File: src/rtl/pwm_seq_controller.sv
// Chase-pattern sequencer and host write arbiter driving the PWM driver's pset/addr/level port.
// Optional build macro PWM_SEQ_HOST_LOCK_EN: host-written channels are locked out of auto frames.
module pwm_seq_controller #(
  parameter int NUM_CH  = 7,
  parameter int LEVEL_W = 3,
  parameter int DIV_W   = 8
) (
  input  logic               clk,
  input  logic               rst_n,
  input  logic               enable,
  input  logic [DIV_W-1:0]   div,
  input  logic               host_req,
  input  logic [2:0]         host_addr,
  input  logic [LEVEL_W-1:0] host_level,
  output logic               host_ack,
  output logic               pset,
  output logic [2:0]         addr,
  output logic [LEVEL_W-1:0] level,
  output logic               busy,
  output logic               frame_done
);

  localparam int CH_W = $clog2(NUM_CH + 1);

  typedef enum logic [1:0] {IDLE, SETUP, STROBE, HOLD} state_t;

  state_t               state, state_d;
  logic [CH_W-1:0]      ch, ch_d;
  logic                 frame_active, frame_active_d;
  logic                 cur_host, cur_host_d;
  logic [LEVEL_W-1:0]   phase, phase_d;
  logic [DIV_W-1:0]     count;
  logic                 tick_pending;
  logic                 start_frame;
  logic                 host_ok;
  logic [2:0]           addr_d;
  logic [LEVEL_W-1:0]   level_d;
  logic                 pset_d, host_ack_d, frame_done_d;
  logic [NUM_CH-1:0]    lock_eff;
  logic [CH_W:0]        first_ch, next_ch;

  // Lowest unlocked channel at or above start; MSB flags that one exists.
  function automatic logic [CH_W:0] find_next(input int start, input logic [NUM_CH-1:0] lk);
    logic [CH_W:0] r;
    r = '0;
    for (int i = NUM_CH - 1; i >= 0; i--) begin
      if (i >= start && !lk[i]) r = {1'b1, CH_W'(i)};
    end
    return r;
  endfunction

`ifdef PWM_SEQ_HOST_LOCK_EN
  logic [NUM_CH-1:0] lock;
  logic              host_lock_hit;

  assign host_lock_hit = (state == HOLD) && cur_host && (int'(addr) < NUM_CH);

  always_ff @(posedge clk or negedge rst_n) begin
    if (!rst_n)             lock <= '0;
    else if (!enable)       lock <= '0;
    else if (host_lock_hit) lock[addr] <= 1'b1;
  end

  // The host write finishing this cycle already counts, so the frame skips it.
  always_comb begin
    lock_eff = lock;
    if (host_lock_hit) lock_eff[addr] = 1'b1;
  end
`else
  assign lock_eff = '0;
`endif

  assign first_ch = find_next(0, lock_eff);
  assign next_ch  = find_next(int'(ch) + 1, lock_eff);

  always_ff @(posedge clk or negedge rst_n) begin
    if (!rst_n) begin
      count        <= '0;
      tick_pending <= 1'b0;
    end else if (!enable) begin
      count        <= '0;
      tick_pending <= 1'b0;
    end else if (count >= div) begin
      count        <= '0;
      tick_pending <= 1'b1;
    end else begin
      count <= count + DIV_W'(1);
      if (start_frame) tick_pending <= 1'b0;
    end
  end

  // Handshake: host_req is held with stable host_addr/host_level until host_ack
  // pulses (cycle after the host HOLD); the request is ignored in that HOLD and in
  // the ack cycle so one request yields exactly one write.
  assign host_ok = host_req && !host_ack && !((state == HOLD) && cur_host);

  always_comb begin
    state_d        = state;
    ch_d           = ch;
    frame_active_d = frame_active;
    cur_host_d     = cur_host;
    phase_d        = phase;
    addr_d         = addr;
    level_d        = level;
    pset_d         = 1'b0;
    host_ack_d     = 1'b0;
    frame_done_d   = 1'b0;
    start_frame    = 1'b0;
    case (state)
      IDLE: begin
        if (host_ok) begin
          state_d    = SETUP;
          cur_host_d = 1'b1;
          addr_d     = host_addr;
          level_d    = host_level;
        end else if (tick_pending && enable) begin
          start_frame = 1'b1;
          if (first_ch[CH_W]) begin
            frame_active_d = 1'b1;
            state_d        = SETUP;
            cur_host_d     = 1'b0;
            ch_d           = first_ch[CH_W-1:0];
            addr_d         = 3'(first_ch[CH_W-1:0]);
            level_d        = phase + LEVEL_W'(first_ch[CH_W-1:0]);
          end else begin
            frame_done_d = 1'b1;
            phase_d      = phase + LEVEL_W'(1);
          end
        end
      end
      SETUP: begin
        state_d = STROBE;
        pset_d  = 1'b1;
      end
      STROBE: state_d = HOLD;
      HOLD: begin
        state_d = IDLE;
        if (cur_host) host_ack_d = 1'b1;
        if (frame_active && !next_ch[CH_W]) begin
          frame_done_d   = 1'b1;
          phase_d        = phase + LEVEL_W'(1);
          frame_active_d = 1'b0;
        end else if (!enable) begin
          frame_active_d = 1'b0;
        end
        // Frames launch only from IDLE, so back-to-back frames keep one decision cycle.
        if (host_ok) begin
          state_d    = SETUP;
          cur_host_d = 1'b1;
          addr_d     = host_addr;
          level_d    = host_level;
        end else if (frame_active_d) begin
          state_d    = SETUP;
          cur_host_d = 1'b0;
          ch_d       = next_ch[CH_W-1:0];
          addr_d     = 3'(next_ch[CH_W-1:0]);
          level_d    = phase + LEVEL_W'(next_ch[CH_W-1:0]);
        end
      end
      default: state_d = IDLE;
    endcase
  end

  always_ff @(posedge clk or negedge rst_n) begin
    if (!rst_n) begin
      state        <= IDLE;
      ch           <= '0;
      frame_active <= 1'b0;
      cur_host     <= 1'b0;
      phase        <= '0;
      addr         <= '0;
      level        <= '0;
      pset         <= 1'b0;
      host_ack     <= 1'b0;
      frame_done   <= 1'b0;
    end else begin
      state        <= state_d;
      ch           <= ch_d;
      frame_active <= frame_active_d;
      cur_host     <= cur_host_d;
      phase        <= phase_d;
      addr         <= addr_d;
      level        <= level_d;
      pset         <= pset_d;
      host_ack     <= host_ack_d;
      frame_done   <= frame_done_d;
    end
  end

  assign busy = (state != IDLE);

endmodule
File: config.mk
export PLATFORM = sky130hd
export DESIGN_NAME = pwm_seq_controller
export DESIGN_NICKNAME = d
export VERILOG_FILES = /design/src/rtl/pwm_seq_controller.sv
export SDC_FILE = /design/constraint.sdc
export NUM_CORES = 1
export LEC_CHECK = 0
export BUFFER_PORTS_ARGS = -buffer_cell sky130_fd_sc_hd__buf_4
export CORE_ASPECT_RATIO = 0.8
export CORE_UTILIZATION = 55
export CTS_CLUSTER_SIZE = 8
export DETAILED_ROUTE_END_ITERATION = 7
export PLACE_DENSITY_LB_ADDON = 0.2
export SLEW_MARGIN = 30
export SYNTH_ARGS = -nofsm -noshare
export SYNTH_HDL_FRONTEND = slang
export SYNTH_SLANG_ARGS = --single-unit
File: constraint.sdc
create_clock -name clk -period 3.43 [get_ports clk]
set_input_delay 0.686 -clock clk [delete_from_list [all_inputs] [get_ports clk]]
set_output_delay 0.686 -clock clk [all_outputs]
set_load 0.005 [all_outputs]
==> flow_summary.toml <==
[global_route]
grt_pass1_wl_mm = 6.50
grt_pass1_vias = 1361
antenna_found_initial = 0
grt_start_max_net_pins = 29
track_usage = 0.262
grt.overflow.total = 0

[setup_path]
worstPathCellList = "inv_1 > ha_1 > nor2_1 > o221ai_1 > inv_1 > fa_1 > nand2b_1 > mux2i_1 > xnor2_1 > mux2i_1"
cp.arrival_ps = 2700
slowest_delay_ps = 510
crit_fanout = 8
crit_buf_inv = 2
regToRegStartpoint = "ch[0]$_DFFE_PN0P_"
critPathCaptureType = "flip-flop"
cp_top_family = "adder cells"
worst_r2r_endpoint = "level[2]$_DFFE_PN0P_"
cp-start-kind = "flip-flop"
slowest_stage = "dfrtp_1"
setup.worst_path.start = "ch[0]$_DFFE_PN0P_"
criticalPathCategory = "reg2reg"
reg2reg_depth = 10
rrSetupSlack_ps = 890
worst-endpoint-required_ps = 3590

[synthesis]
yosys_register_bits = 28
synthXorXnorAreaFrac = 0.0554
synthMuxAreaShare = 0.0475
synthTopCellsByArea = "dfrtp_1, ha_1, inv_1, xor2_1, mux2i_1"
yosysMostFrequentCell = "dfrtp_1"
synthesis.nets = 216
synth_top_family_by_area = "simple AND/OR/NAND/NOR gates"
synth_flop_cell = "dfrtp_1"
yosys.area_share.simple = 0.162
async_flop_share = 1.00
synth_cells = 179
yosysSeqAreaShare = 0.403
ys_warn_count = 0
synth.top_cell.area_share = 0.403
synth-edff-count = 0
syn_avg_cell_area_um2 = 9.71
synthAdderAreaFrac = 0.141
synth_top_area_cell = "dfrtp_1"
ys_types = 40
yosys-top-cells-count = "dfrtp_1, inv_1, ha_1"
synthesis.area_mm2 = 0.00174
synth_compound_area_frac = 0.132

[timing]
finalWorstSetupSlack_ps = 893
drv_slew = 0
hold_ws_ps = 307
hold_viol_final = 0
setup_tns_ps = 0
finalClockSkew_ps = 3.98
finalSetupViolCount = 0
rsz0062_at_grt = "false"
relSlewSlack = 0.530
finalCritPeriodShare = 0.740
final.min_clock_period_ps = 2540
max_freq_mhz = 394
worst_slew_pin_slew_ps = 701

[final_layout]
syn_to_final_growth_pct = 17.4
final_nets = 244
final_cells = 244
drive_gt1_frac = 0.184
diodes = 0
fill_cells = 224

[die]
rows = 17
die_w_um = 64.8
dieArea_mm2 = 0.00339
core-area_mm2 = 0.00287
ios = 28
die_y_um = 52.3
initial_core_util = 0.605

[job]
max-cap-violations = 0

[cts]
cts_buffers = 3
h-tree-depth = 1
cts_buffer_depth = 2
postCtsSetupBuffers = 0
cts_sinks = 28
clockRootBuffer = "clkbuf_8"
clk_pin_slew_ps = 90
clock_latency_ps = 280
postCtsHoldBufs = 0
cts_tree = "done"
postCtsResizedCells = 0

[drt]
wl_mm = 3.71
vias = 1394
via_per_inst = 5.71
drc = 0
initialDrtViolationCount = 108
wl_per_cell_um = 15.2
antenna_left = 0
first_pass_iters = 4

[place]
place_inst = 240
gp_congestion = 0.872
portBuffers = 27
dpl_worst_slack_ps = 953
dp.final_hpwl_mm = 2.85

[power]
power_density_mw_per_mm2 = 683
peakVddDrop_uv = 468
leakage_nw = 1.05
finalPower_mw = 1.39

[worst_hold_path]
hold_path_class = "in2async"

[outcome]
outcome = "complete, no violations"
## worst register-to-register path: stages, from the launching register on
cell and delay, ps:
dfrtp_1 510, inv_1 90, ha_1 360, nor2_1 70
o221ai_1 320, inv_1 120, fa_1 410, nand2b_1 150
mux2i_1 180, xnor2_1 140, mux2i_1 90
## cell families after synthesis
group / after synthesis
DFF: 28
buffers and inverters: 26
and+or+nand+nor: 56
xor gates and xnor gates: 11
adders and majority gates: 19
AOI/OAI and AO/OA: 31
muxes: 8
## power breakdown
part	switching [mW]	internal, mW	total (mW)
clock	0.104	0.156	0.260
combinational	0.376	0.286	0.662
sequential	0.0641	0.409	0.473
## area by class of cell
type / count / area [um2] / area share
Multi-Input combinational cell: 125 / 936 / 0.459
Sequential cell: 28 / 701 / 0.343
Timing Repair Buffer: 27 / 203 / 0.0993
Inverter: 22 / 82.6 / 0.0405
Tap cell: 38 / 47.5 / 0.0233
Clock buffer: 3 / 41.3 / 0.0202
Clock inverter: 1 / 30.0 / 0.0147
## worst max path at each step
stage,endpoint,slack [ps],cells after the start
floorplan,level[2]$_DFFE_PN0P_,1200,10
global placement,level[1]$_DFFE_PN0P_,1090,8
detailed placement,level[2]$_DFFE_PN0P_,950,10
CTS,level[2]$_DFFE_PN0P_,950,10
global route,level[1]$_DFFE_PN0P_,730,8
finish,level[2]$_DFFE_PN0P_,890,10
## through the flow
step	util	cell area (um2)
2_1_floorplan	-	1740
3_3_place_gp	0.686	1970
3_5_place_dp	0.686	1970
4_1_cts	0.711	2040
5_1_grt	0.711	2040
6_report	0.711	2040
## per-layer routing
| layer | track usage | part of all wire |
|---|---|---|
| met2 | 0.405 | 0.45 |
| met4 | 0.115 | 0.016 |
| met3 | 0.0565 | 0.045 |
| met1 | 0.355 | 0.49 |
| met5 | 0 | 0 |
## layout by cell type, fill, tap and decap left out, drive strengths merged
cell and count:
bufinv 1, o21a 1, ha 18, a21boi 1, a31oi 3, o2bb2ai 2, nand3b 1, buf 27
dfrtp 28, inv 22, a31o 1, o21ai 6, nor4b 1, and4 1, a21o 4, o221ai 1
xor2 7, clkbuf 3, xnor2 4, nand2 13, fa 1, a21oi 3, o22ai 2, a211o 1
nand3 7, nor2b 1, a211oi 4, mux2i 6, o211ai 1, nand4 1, nor3 9, nand2b 2
mux2 2, and2 1, a221oi 1, and3 3, nor2 16
## registers in the layout (all words and copies together) (netlist names)
name / count
addr: 3
ch: 3
count: 8
cur_host: 1
frame_active: 1
frame_done: 1
host_ack: 1
level: 3
phase: 3
pset: 1
state: 2
tick_pending: 1
(Power assumes the default switching activity.)
